--- src/rtl/bp_pkg.sv ---
// Branch-prediction types and defaults shared by level_2_predictor and branch_resolve_queue.
package bp_pkg;

  localparam int BP_PC_W  = 5;
  localparam int BP_DEPTH = 4;
  localparam int BP_CNT_W = 8;

  typedef struct packed {
    logic [BP_PC_W-1:0] pc;
    logic               taken;
    logic [BP_PC_W-1:0] target;
  } pred_entry_t;

  // Fall-through PC; wraps modulo 2^BP_PC_W.
  function automatic logic [BP_PC_W-1:0] next_pc(input logic [BP_PC_W-1:0] pc);
    return pc + BP_PC_W'(1);
  endfunction

endpackage

--- src/rtl/pred_fifo.sv ---
// Circular buffer of in-flight predictions with push, pop and whole-queue flush.
module pred_fifo #(
  parameter int W     = 11,
  parameter int DEPTH = 4
) (
  input  logic         clk,
  input  logic         rst,
  input  logic         push,
  input  logic         pop,
  input  logic         flush,
  input  logic [W-1:0] wr_data,
  output logic [W-1:0] rd_data,
  output logic         full,
  output logic         empty
);

  localparam int PTR_W = $clog2(DEPTH);
  localparam int OCC_W = $clog2(DEPTH + 1);

  logic [PTR_W-1:0] head_reg;
  logic [PTR_W-1:0] tail_reg;
  logic [OCC_W-1:0] count_reg;
  logic [W-1:0]     mem [DEPTH];
  logic             wr_en;
  logic             rd_en;

  assign full  = (count_reg == OCC_W'(DEPTH));
  assign empty = (count_reg == '0);

  // A flush wins over a same-cycle push: the pushed entry is wrong-path too.
  assign wr_en = push && !full && !flush;
  assign rd_en = pop && !empty;

  assign rd_data = mem[head_reg];

  genvar gi;
  generate
    for (gi = 0; gi < DEPTH; gi++) begin : g_slot
      logic [W-1:0] slot_reg;
      always_ff @(posedge clk) begin
        if (wr_en && tail_reg == PTR_W'(gi))
          slot_reg <= wr_data;
      end
      assign mem[gi] = slot_reg;
    end
  endgenerate

  always_ff @(posedge clk or posedge rst) begin
    if (rst) begin
      head_reg  <= '0;
      tail_reg  <= '0;
      count_reg <= '0;
    end else if (flush) begin
      head_reg  <= '0;
      tail_reg  <= '0;
      count_reg <= '0;
    end else begin
      if (wr_en)
        tail_reg <= tail_reg + PTR_W'(1);
      if (rd_en)
        head_reg <= head_reg + PTR_W'(1);
      case ({wr_en, rd_en})
        2'b10:   count_reg <= count_reg + OCC_W'(1);
        2'b01:   count_reg <= count_reg - OCC_W'(1);
        default: count_reg <= count_reg;
      endcase
    end
  end

endmodule

--- src/rtl/branch_resolve_queue.sv ---
// Tracks in-flight branch predictions, checks them against execute's resolution,
// and produces redirect, predictor training updates and hit/miss statistics.
module branch_resolve_queue
  import bp_pkg::*;
#(
  parameter int PC_W  = BP_PC_W,
  parameter int DEPTH = BP_DEPTH,
  parameter int CNT_W = BP_CNT_W
) (
  input  logic             clk,
  input  logic             rst,
  input  logic             pred_valid,
  output logic             pred_ready,
  input  logic [PC_W-1:0]  pred_pc,
  input  logic             pred_taken,
  input  logic [PC_W-1:0]  pred_target,
  input  logic             res_valid,
  input  logic             res_taken,
  input  logic [PC_W-1:0]  res_target,
  output logic             mispredict,
  output logic [PC_W-1:0]  redirect_pc,
  output logic             upd_valid,
  output logic [PC_W-1:0]  upd_pc,
  output logic             upd_taken,
  output logic             res_err,
  output logic [CNT_W-1:0] hit_cnt,
  output logic [CNT_W-1:0] miss_cnt
);

  typedef struct packed {
    logic [PC_W-1:0] pc;
    logic            taken;
    logic [PC_W-1:0] target;
  } entry_t;

  localparam int ENTRY_W = $bits(entry_t);

  entry_t          wr_entry;
  entry_t          head;
  logic            full;
  logic            empty;
  logic            resolve;
  logic            wrong;
  logic [PC_W-1:0] redirect_next;

  logic             mispredict_reg;
  logic [PC_W-1:0]  redirect_pc_reg;
  logic             upd_valid_reg;
  logic [PC_W-1:0]  upd_pc_reg;
  logic             upd_taken_reg;
  logic             res_err_reg;
  logic [CNT_W-1:0] hit_cnt_reg;
  logic [CNT_W-1:0] miss_cnt_reg;

  assign wr_entry = '{pc: pred_pc, taken: pred_taken, target: pred_target};

  pred_fifo #(
    .W     (ENTRY_W),
    .DEPTH (DEPTH)
  ) u_fifo (
    .clk     (clk),
    .rst     (rst),
    .push    (pred_valid),
    .pop     (resolve),
    .flush   (resolve && wrong),
    .wr_data (wr_entry),
    .rd_data (head),
    .full    (full),
    .empty   (empty)
  );

  assign pred_ready = !full;
  assign resolve    = res_valid && !empty;

  // Target only matters when both sides agree the branch was taken.
  assign wrong = (res_taken != head.taken) ||
                 (res_taken && head.taken && (res_target != head.target));

  assign redirect_next = res_taken ? res_target : head.pc + PC_W'(1);

  always_ff @(posedge clk or posedge rst) begin
    if (rst) begin
      mispredict_reg  <= 1'b0;
      redirect_pc_reg <= '0;
      upd_valid_reg   <= 1'b0;
      upd_pc_reg      <= '0;
      upd_taken_reg   <= 1'b0;
      res_err_reg     <= 1'b0;
      hit_cnt_reg     <= '0;
      miss_cnt_reg    <= '0;
    end else begin
      mispredict_reg <= resolve && wrong;
      upd_valid_reg  <= resolve;
      if (res_valid && empty)
        res_err_reg <= 1'b1;
      if (resolve) begin
        upd_pc_reg    <= head.pc;
        upd_taken_reg <= res_taken;
        if (wrong) begin
          redirect_pc_reg <= redirect_next;
          if (miss_cnt_reg != '1)
            miss_cnt_reg <= miss_cnt_reg + CNT_W'(1);
        end else if (hit_cnt_reg != '1) begin
          hit_cnt_reg <= hit_cnt_reg + CNT_W'(1);
        end
      end
    end
  end

  assign mispredict  = mispredict_reg;
  assign redirect_pc = redirect_pc_reg;
  assign upd_valid   = upd_valid_reg;
  assign upd_pc      = upd_pc_reg;
  assign upd_taken   = upd_taken_reg;
  assign res_err     = res_err_reg;
  assign hit_cnt     = hit_cnt_reg;
  assign miss_cnt    = miss_cnt_reg;

endmodule

--- config.mk ---
export PLATFORM = sky130hd
export DESIGN_NAME = branch_resolve_queue
export DESIGN_NICKNAME = d
export VERILOG_FILES = /design/src/rtl/bp_pkg.sv /design/src/rtl/pred_fifo.sv /design/src/rtl/branch_resolve_queue.sv
export SDC_FILE = /design/constraint.sdc
export NUM_CORES = 1
export LEC_CHECK = 0
export CAP_MARGIN = 40
export CORE_MARGIN = 1
export CORE_UTILIZATION = 50
export DETAILED_ROUTE_END_ITERATION = 10
export PLACE_DENSITY = 0.84
export SLEW_MARGIN = 20
export SYNTH_ARGS = -nofsm -noshare
export SYNTH_HDL_FRONTEND = slang
export SYNTH_HIERARCHICAL = 1
export SYNTH_SLANG_ARGS = --single-unit
export TNS_END_PERCENT = 100
--- constraint.sdc ---
create_clock -name clk -period 8 [get_ports clk]
set_input_delay 1.2 -clock clk [delete_from_list [all_inputs] [get_ports clk]]
set_output_delay 1.2 -clock clk [all_outputs]
set_load 0.02 [all_outputs]
==> flow_summary.ini <==
[worst_setup_path]
cp_slowest_cell = dfrtp_1
worstPathArrival_ps = 4310
required_ps = 8280
critPathMaxStageDelay_ps = 830
critical_path.cell_chain = mux4_2, xor2_1, nor4_4, a21oi_2, buf_6, nor3_1, nor2_1, fa_1, or4_1, a31oi_1
path_max_fanout = 13
critical_path_class = register to register
critPathCaptureType = register
path_delay_family = simple AND/OR/NAND/NOR gates
crit_path_start_kind = register
path_buf_inv = 1

[floorplanning]
dieArea_sq_mm = 0.00763
initial_core_util_pct = 52.7
dieHeight_um = 87.3
pin_count = 52
fp.coreArea_sq_mm = 0.00691
die_w_um = 87.3
num_rows = 30

[finish]
num-nets-final = 337
most-common-layout-cells = 51 x clkdlybuf4s50_1, 44 x edfxtp_1, 37 x dfrtp_1
largest_register_ffs = 44
fill_cells = 512
antenna_cells = 0
final_util_pct = 64.1
drive_gt1_share_pct = 16.3
final_common_cell = clkdlybuf4s50_1
area_delta_synth_final_pct = 21.6

[timing]
finClkSkew_ps = 11.8
setup_violations = 0
fmax_ghz = 0.248
finalSetupTns_ps = 0
fin_crit_ps = 4030
drv_slew = 0
finalCritPeriodShare_pct = 50.4
max_slew_margin_pct = 50.3
rsz0062_at_grt = false
finalHoldViolCount = 0
worst_pin_slew_ps = 746

[global_route]
antenna_found_initial = 0
grt_pass1_wl_um = 10800
use_met2_pct = 33.0
grt_pass1_vias = 2202
gr-usage-met3_pct = 4.64
grt-ovfl-total = 0
top_usage_layer = met2
grt_max_degree = 31
gr-usage-met1_pct = 23.5
grt_use_total_pct = 19.4

[synthesis]
yosysWarnings = 6
ys_seq_elements = 81
syn_inst = 253
netlist_area_sq_mm = 0.00364
synth_ff_type = edfxtp_1
synth_cell_types = 45
syn_nets = 283
synth-seq-area-share_pct = 61.7
syn_area_per_cell_sq_um = 14.4
async_flop_share_pct = 45.7
synth_edf_count = 44

[power_and_ir_drop]
combPwrFrac_pct = 40.2
power.density_mw_per_mm2 = 357
switching_share_pct = 37.7
p_int_uw = 985
seqPwrFrac_pct = 42.2
p_switching_uw = 596
pwr-share-clk_pct = 17.6
vdd_ir_drop_max_mv = 0.133
p_leak_nw = 1.64
p_total_mw = 1.58

[outcome]
status = finished, final reports clean

[clock_tree]
htreeDepth = 3
cts_buffers = 9
cts_root_buffer = clkbuf_8
cts_tree = yes
clk_path_buf_depth = 2
postCtsSetupRepairBufs = 0
path_clk_slew_ps = 90
cts.sinks = 81
cts_hold_buf = 0
insertion_delay_ps = 360
post_cts_resized = 0

[routing]
first_pass_iters = 4
vias = 2192
drt-total-wl_um = 6580
vias_per_cell = 5.37
ant_nets = 0
drt_iter0_drc = 112
routedWlPerCell_um = 16.1
drc = 0

[worst_hold_path]
worstHoldPathType = register to register

[placed_design]
place.gp.congestion = 0.788
numPortBuffers = 51
hpwlAfterDp_um = 4630

[job]
drv_cap = 0
per-layer routing:
layer	vias to the layer above	share of wire [%]
li1	1053	-
met1	1065	43
met2	63	51
met3	11	4.5
met4	0	1.9
met5	-	0
kinds of logic after synthesis:
| group | count (synthesis) | synth area share [%] |
|---|---|---|
| compound gates | 33 | 5.88 |
| xor+xnor | 20 | 4.81 |
| flops | 81 | 61.7 |
| mux | 27 | 11.7 |
| simple gates | 66 | 10.4 |
| buf+inv | 17 | 2.13 |
| fa+ha+maj | 9 | 3.30 |
synthesized netlist by cell type (all sizes together), types with 3 or more instances:
master	number	area share, %
nand4	4	0.69
inv	7	0.72
xnor2	4	0.96
nand2b	5	0.86
o21ai	10	1.4
a31oi	4	0.69
mux4	11	6.8
nand3	10	1.4
and2	5	0.86
edfxtp	44	36
nor2	11	1.1
mux2	15	4.6
nor4	3	1.1
a21oi	10	1.8
nor3	6	0.82
nand2	9	0.93
dfrtp	37	25
buf	9	1.3
xor2	16	3.8
ha	8	2.7
nor2b	3	0.52
worst paths after layout:
path	startpoint	slack, ps	end	cells past startpoint
max	u_fifo/head_reg[0]	3970	u_fifo/count_reg[2]	10
min	res_err	470	res_err	1
max reg2reg	u_fifo/head_reg[0]	3970	u_fifo/count_reg[2]	10
min in group asynchronous	rst	1130	u_fifo/count_reg[1]	2
max in group asynchronous	rst	6310	upd_pc[0]	2
min reg2reg	res_err	470	res_err	1
layout make-up:
class                      instances  area (sq um)  area share, %
inverter                           7          26.3          0.593
multi-input combinational        155          1320           29.8
clock buffer                       9           124           2.80
tap                               96           120           2.71
sequential                        81          2250           50.7
timing repair buffer              53           529           12.0
clock inverter                     7          62.6           1.41
through the flow:
stage / instance area, sq um / setup slack, ps / hold slack [ps] / cells
after detailed placement: 4230 / 3660 / 452 / 391
after global routing: 4430 / 3690 / 506 / 408
after global placement: 4230 / 3790 / 441 / 391
after CTS: 4420 / 3970 / 473 / 407
final: 4430 / 3970 / 468 / 408
after floorplan: 3640 / 4470 / 560 / 253
power by group through the flow:
stage,sequential [mW],combinational (mW),clock (mW)
2_1_floorplan,0.696,0.386,0
3_3_place_gp,0.671,0.609,0
3_5_place_dp,0.678,0.632,0
4_1_cts,0.669,0.635,0.286
5_1_grt,0.687,0.695,0.299
6_report,0.667,0.636,0.278
No activity file was read; power rests on OpenSTA's default activity.
==> patch 1 (same settings) <==
Add an input register stage for `pred_target` and `res_target`, without a reset; this delays them by one clock. The other inputs are not delayed to match.
--- a/src/rtl/branch_resolve_queue.sv
+++ b/src/rtl/branch_resolve_queue.sv
@@ -36,4 +36,12 @@
   localparam int ENTRY_W = $bits(entry_t);
 
+  logic [PC_W-1:0] pred_target_q;
+  logic [PC_W-1:0] res_target_q;
+
+  always_ff @(posedge clk) begin
+    pred_target_q <= pred_target;
+    res_target_q  <= res_target;
+  end
+
   entry_t          wr_entry;
   entry_t          head;
@@ -53,5 +61,5 @@
   logic [CNT_W-1:0] miss_cnt_reg;
 
-  assign wr_entry = '{pc: pred_pc, taken: pred_taken, target: pred_target};
+  assign wr_entry = '{pc: pred_pc, taken: pred_taken, target: pred_target_q};
 
   pred_fifo #(
@@ -75,7 +83,7 @@
   // Target only matters when both sides agree the branch was taken.
   assign wrong = (res_taken != head.taken) ||
-                 (res_taken && head.taken && (res_target != head.target));
+                 (res_taken && head.taken && (res_target_q != head.target));
 
-  assign redirect_next = res_taken ? res_target : head.pc + PC_W'(1);
+  assign redirect_next = res_taken ? res_target_q : head.pc + PC_W'(1);
 
   always_ff @(posedge clk or posedge rst) begin
Behaviour: not the same (Yosys sat finds a counterexample within 4 cycles, from zero or initial values and one cycle with rst high).
==> patch 1 against the unedited design <==
- clock skew is 0.0039 ns lower
- total power grew 5.8%
- die area grew 5.8%
- utilization is 0.55 points lower
- sequential cell count increased by 10
- cell area is 5.8% higher
- routed wire length is 1.2% lower
- via count up 3.6%
- clock power is 16% higher
- non-clock buffer count grew 2
- largest power group unchanged
- highest routed layer unchanged
- synthesized area grew 5.9%
- setup slack better by 0.19 ns
==> patch 1: results <==
set metrics [dict create \
    synth-xor-area-share_pct 4.54 \
    seq_cell_power_uw 714 \
    crit_fanout 25 \
    skew_ns 0.00794 \
    crit_path_end_kind "register" \
    vias_per_cell 5.42 \
    layout.cells.non_filler 419 \
    r2r.worst_path.cells 12 \
    wire_length_of_the_first_global_routing_pass_um 11100 \
    cpPeakStageDelay_ns 0.67 \
    globalRouteTotalUtil_pct 18.0 \
    max-vdd-ir-drop_mv 0.154 \
    synthesis.nets 290 \
    yosys-mux-area-fraction_pct 11.1 \
    worst_ep_arrival_time_ns 4.13 \
    pwr.group.clock_uw 323 \
    leakagePower_uw 0.00175 \
    synth.distinct_cells 48 \
    grt_pass1_vias 2313 \
    avgRoutedWirePerCell_um 15.5 \
    routed-wl-met2_um 3280 \
    final_nets 345 \
    place.detailed.hpwl_um 4640 \
    power_switching_uw 597 \
    final_layout_worst_hold_slack_ns 0.470 \
    fill_cells 549 \
    drt_iter0_drc 58 \
    detailroute.wirelength.met3_um 223 \
    globalRouteMet2Util_pct 29.9 \
    share_of_cells_above_drive_strength_1_pct 16.6 \
    yosys-top-cells-area "sky130_fd_sc_hd__edfxtp_1 (34%), sky130_fd_sc_hd__dfrtp_1 (24%), sky130_fd_sc_hd__mux4_2 (6.4%), sky130_fd_sc_hd__dfxtp_1 (5.2%), sky130_fd_sc_hd__mux2_2 (4.1%)" \
    clockBufferDepth 2 \
    synth-compound-area-share_pct 5.74 \
    place_ws_ns 3.79 \
    grt_max_degree 26 \
    fmax_mhz 260 \
    place_congestion 0.810 \
    synth_fa_ha_area_share_pct 3.11 \
    status "complete, no violations" \
    regToRegSetupSlack_ns 4.30 \
    met1_routing_resource_usage_after_global_routing_pct 22.9 \
    synth_async_sr_flop_share_pct 40.7 \
    startpoint "res_taken" \
    timing_worst_slew_pin_value_ns 0.569 \
    synth_flop_cell "sky130_fd_sc_hd__edfxtp_1" \
    syn_inst 260 \
    swShare_pct 35.7 \
    synth_seq_area_share_pct 63.5 \
    grt_util_met3_pct 4.48 \
    ctsHtreeMaxLevel 3 \
    yosys-top-cells-count "sky130_fd_sc_hd__edfxtp_1 (44), sky130_fd_sc_hd__dfrtp_1 (37), sky130_fd_sc_hd__xor2_1 (15), sky130_fd_sc_hd__mux2_2 (14), sky130_fd_sc_hd__mux4_2 (11)" \
    drt-met1-wl_um 2830 \
    critical-path-slowest-cell "sky130_fd_sc_hd__clkdlybuf4s50_1" \
    post-place-cells 402 \
    placed_area_mm2 0.00445 \
]
[patch 1: cell count changes in the layout (fill, tap and decap cells not counted), sizes merged, moves of 2 or more]
cell | before | now
o21a | 1 | 3
a31oi | 4 | 2
o211ai | 0 | 2
or3b | 2 | 0
o21ai | 10 | 7
nor4 | 3 | 1
a21oi | 10 | 7
nor4b | 0 | 2
buf | 2 | 4
nand3 | 10 | 8
dfxtp | 0 | 10
[patch 1: area by class of cell]
| type | count | area (µm²) | share of cell area (%) |
|---|---|---|---|
| Sequential cell | 91 | 2450 | 52.2 |
| Inverter | 8 | 30.0 | 0.641 |
| Clock buffer | 9 | 124 | 2.64 |
| Clock inverter | 7 | 92.6 | 1.98 |
| Multi-Input combinational cell | 150 | 1310 | 28.0 |
| Timing Repair Buffer | 55 | 556 | 11.9 |
| Tap cell | 99 | 124 | 2.64 |
==> patch 2 (config.mk and constraints unchanged) <==
Made on the original files. Change the package constant `BP_PC_W` from 5 to 4.
--- a/src/rtl/bp_pkg.sv
+++ b/src/rtl/bp_pkg.sv
@@ -2,5 +2,5 @@
 package bp_pkg;
 
-  localparam int BP_PC_W  = 5;
+  localparam int BP_PC_W  = 4;
   localparam int BP_DEPTH = 4;
   localparam int BP_CNT_W = 8;
Interface: changed (5 resized); port bits go from 52 to 47. The function was not compared with the original's and may differ.
==> patch 2 against the unedited design <==
- the run now ends with design-rule violations left
- routed wire length decreased by 7.4%
- setup slack improved by 0.16 ns
- sequential cell count fell by 10
- count of clock-buffer cells in the layout stayed put
- synthesized area fell by 7.6%
- sequential power down 13%
- worst hold slack better by 0.015 ns
- die area fell by 7.5%
- cell area decreased by 8.4%
- synthesized cell count is 4.3% lower
- utilization down 0.93 points
- total power fell by 8.7%
- critical path depth did not move
- critical path type unchanged
- largest cell class unchanged
- highest routed layer unchanged
==> patch 2: results <==
set metrics [dict create \
    non_clock_buffer_count 47 \
    synth_fa_ha_area_share_pct 3.57 \
    number_of_enable_type_register_cells_in_the_synthesized_netlist 36 \
    failing_checks "design-rule violations" \
    worst_ep_arrival_time_ns 4.12 \
    place_congestion 0.830 \
    via_count 2082 \
    regToRegSetupSlack_ns 4.13 \
    layout.area.seq_mm2 0.00196 \
    capture_point_of_the_worst_reg_to_reg_path "u_fifo/count_reg[1]$_DFFE_PP0P_" \
    cts.sinks 71 \
    cpPeakStageDelay_ns 0.75 \
    clock_cell_area_share_pct 5.15 \
    drt-pass1-iter-count 8 \
    share_of_cells_above_drive_strength_1_pct 15.7 \
    yosys-mux-area-fraction_pct 10.0 \
    seq_cell_power_uw 583 \
    post-place-cells 354 \
    final_nets 315 \
    yosys-top-cells-count "sky130_fd_sc_hd__edfxtp_1 (36), sky130_fd_sc_hd__dfrtp_1 (35), sky130_fd_sc_hd__nand2_1 (24), sky130_fd_sc_hd__xor2_1 (12), sky130_fd_sc_hd__mux2_1 (10)" \
    skew_ns 0.0127 \
    multi_input_comb_area_mm2 0.00128 \
    critical-path-top-delay-family "compound AO/OA/AOI/OAI gates" \
    final_layout_worst_hold_slack_ns 0.483 \
    status "finished, violations left" \
    wire_length_of_the_first_global_routing_pass_um 10400 \
    globalRouteTotalUtil_pct 19.6 \
    synth_seq_area_share_pct 58.2 \
    largest_register_ffs 36 \
    area_share_nonclk_buffers_pct 11.7 \
    drt_iter0_drc 73 \
    grt_pass1_vias 2150 \
    synth_async_sr_flop_share_pct 49.3 \
    pwr.group.clock_uw 303 \
    core_area_mm2 0.00642 \
    leakagePower_uw 0.00156 \
    synth.distinct_cells 53 \
    routed_wire_length_um 6090 \
    fill_cells 465 \
    drc_errors_left 12 \
    io_buffer_count 46 \
    timing_worst_slew_pin_value_ns 0.634 \
    avgRoutedWirePerCell_um 16.5 \
    placed_area_mm2 0.00385 \
    place_ws_ns 3.86 \
    power_report.internal_total_uw 896 \
    crit_fanout 15 \
    synthesis.nets 269 \
    swShare_pct 37.9 \
    place.detailed.hpwl_um 4310 \
    timing.final.ws_setup_ns 4.13 \
    syn_inst 242 \
]
## patch 2: cell count changes after synthesis, moves of 4 or more
cell / before / now
sky130_fd_sc_hd__a21oi_1: 8 / 3
sky130_fd_sc_hd__a31oi_1: 4 / 0
sky130_fd_sc_hd__edfxtp_1: 44 / 36
sky130_fd_sc_hd__mux2_1: 1 / 10
sky130_fd_sc_hd__mux2_2: 14 / 2
sky130_fd_sc_hd__nand2_1: 9 / 24
sky130_fd_sc_hd__nor2_1: 11 / 6
sky130_fd_sc_hd__o21ai_0: 10 / 5
sky130_fd_sc_hd__xor2_1: 16 / 12
## patch 2: logic make-up after synthesis
family | count (synthesis)
DFF | 71
and+or+nand+nor | 70
AOI/OAI and AO/OA | 29
buffers and inverters | 23
muxes | 21
xor gates and xnor gates | 19
adders and majority gates | 9
## patch 2: layer usage
metal	wire, µm	up-vias	track usage [%]	share of wire [%]
met2	3160	56	33.0	52
met3	234	9	5.14	3.8
met4	70	0	8.15	1.1
met1	2630	1038	24.0	43
li1	-	979	-	-
met5	0	-	0	0
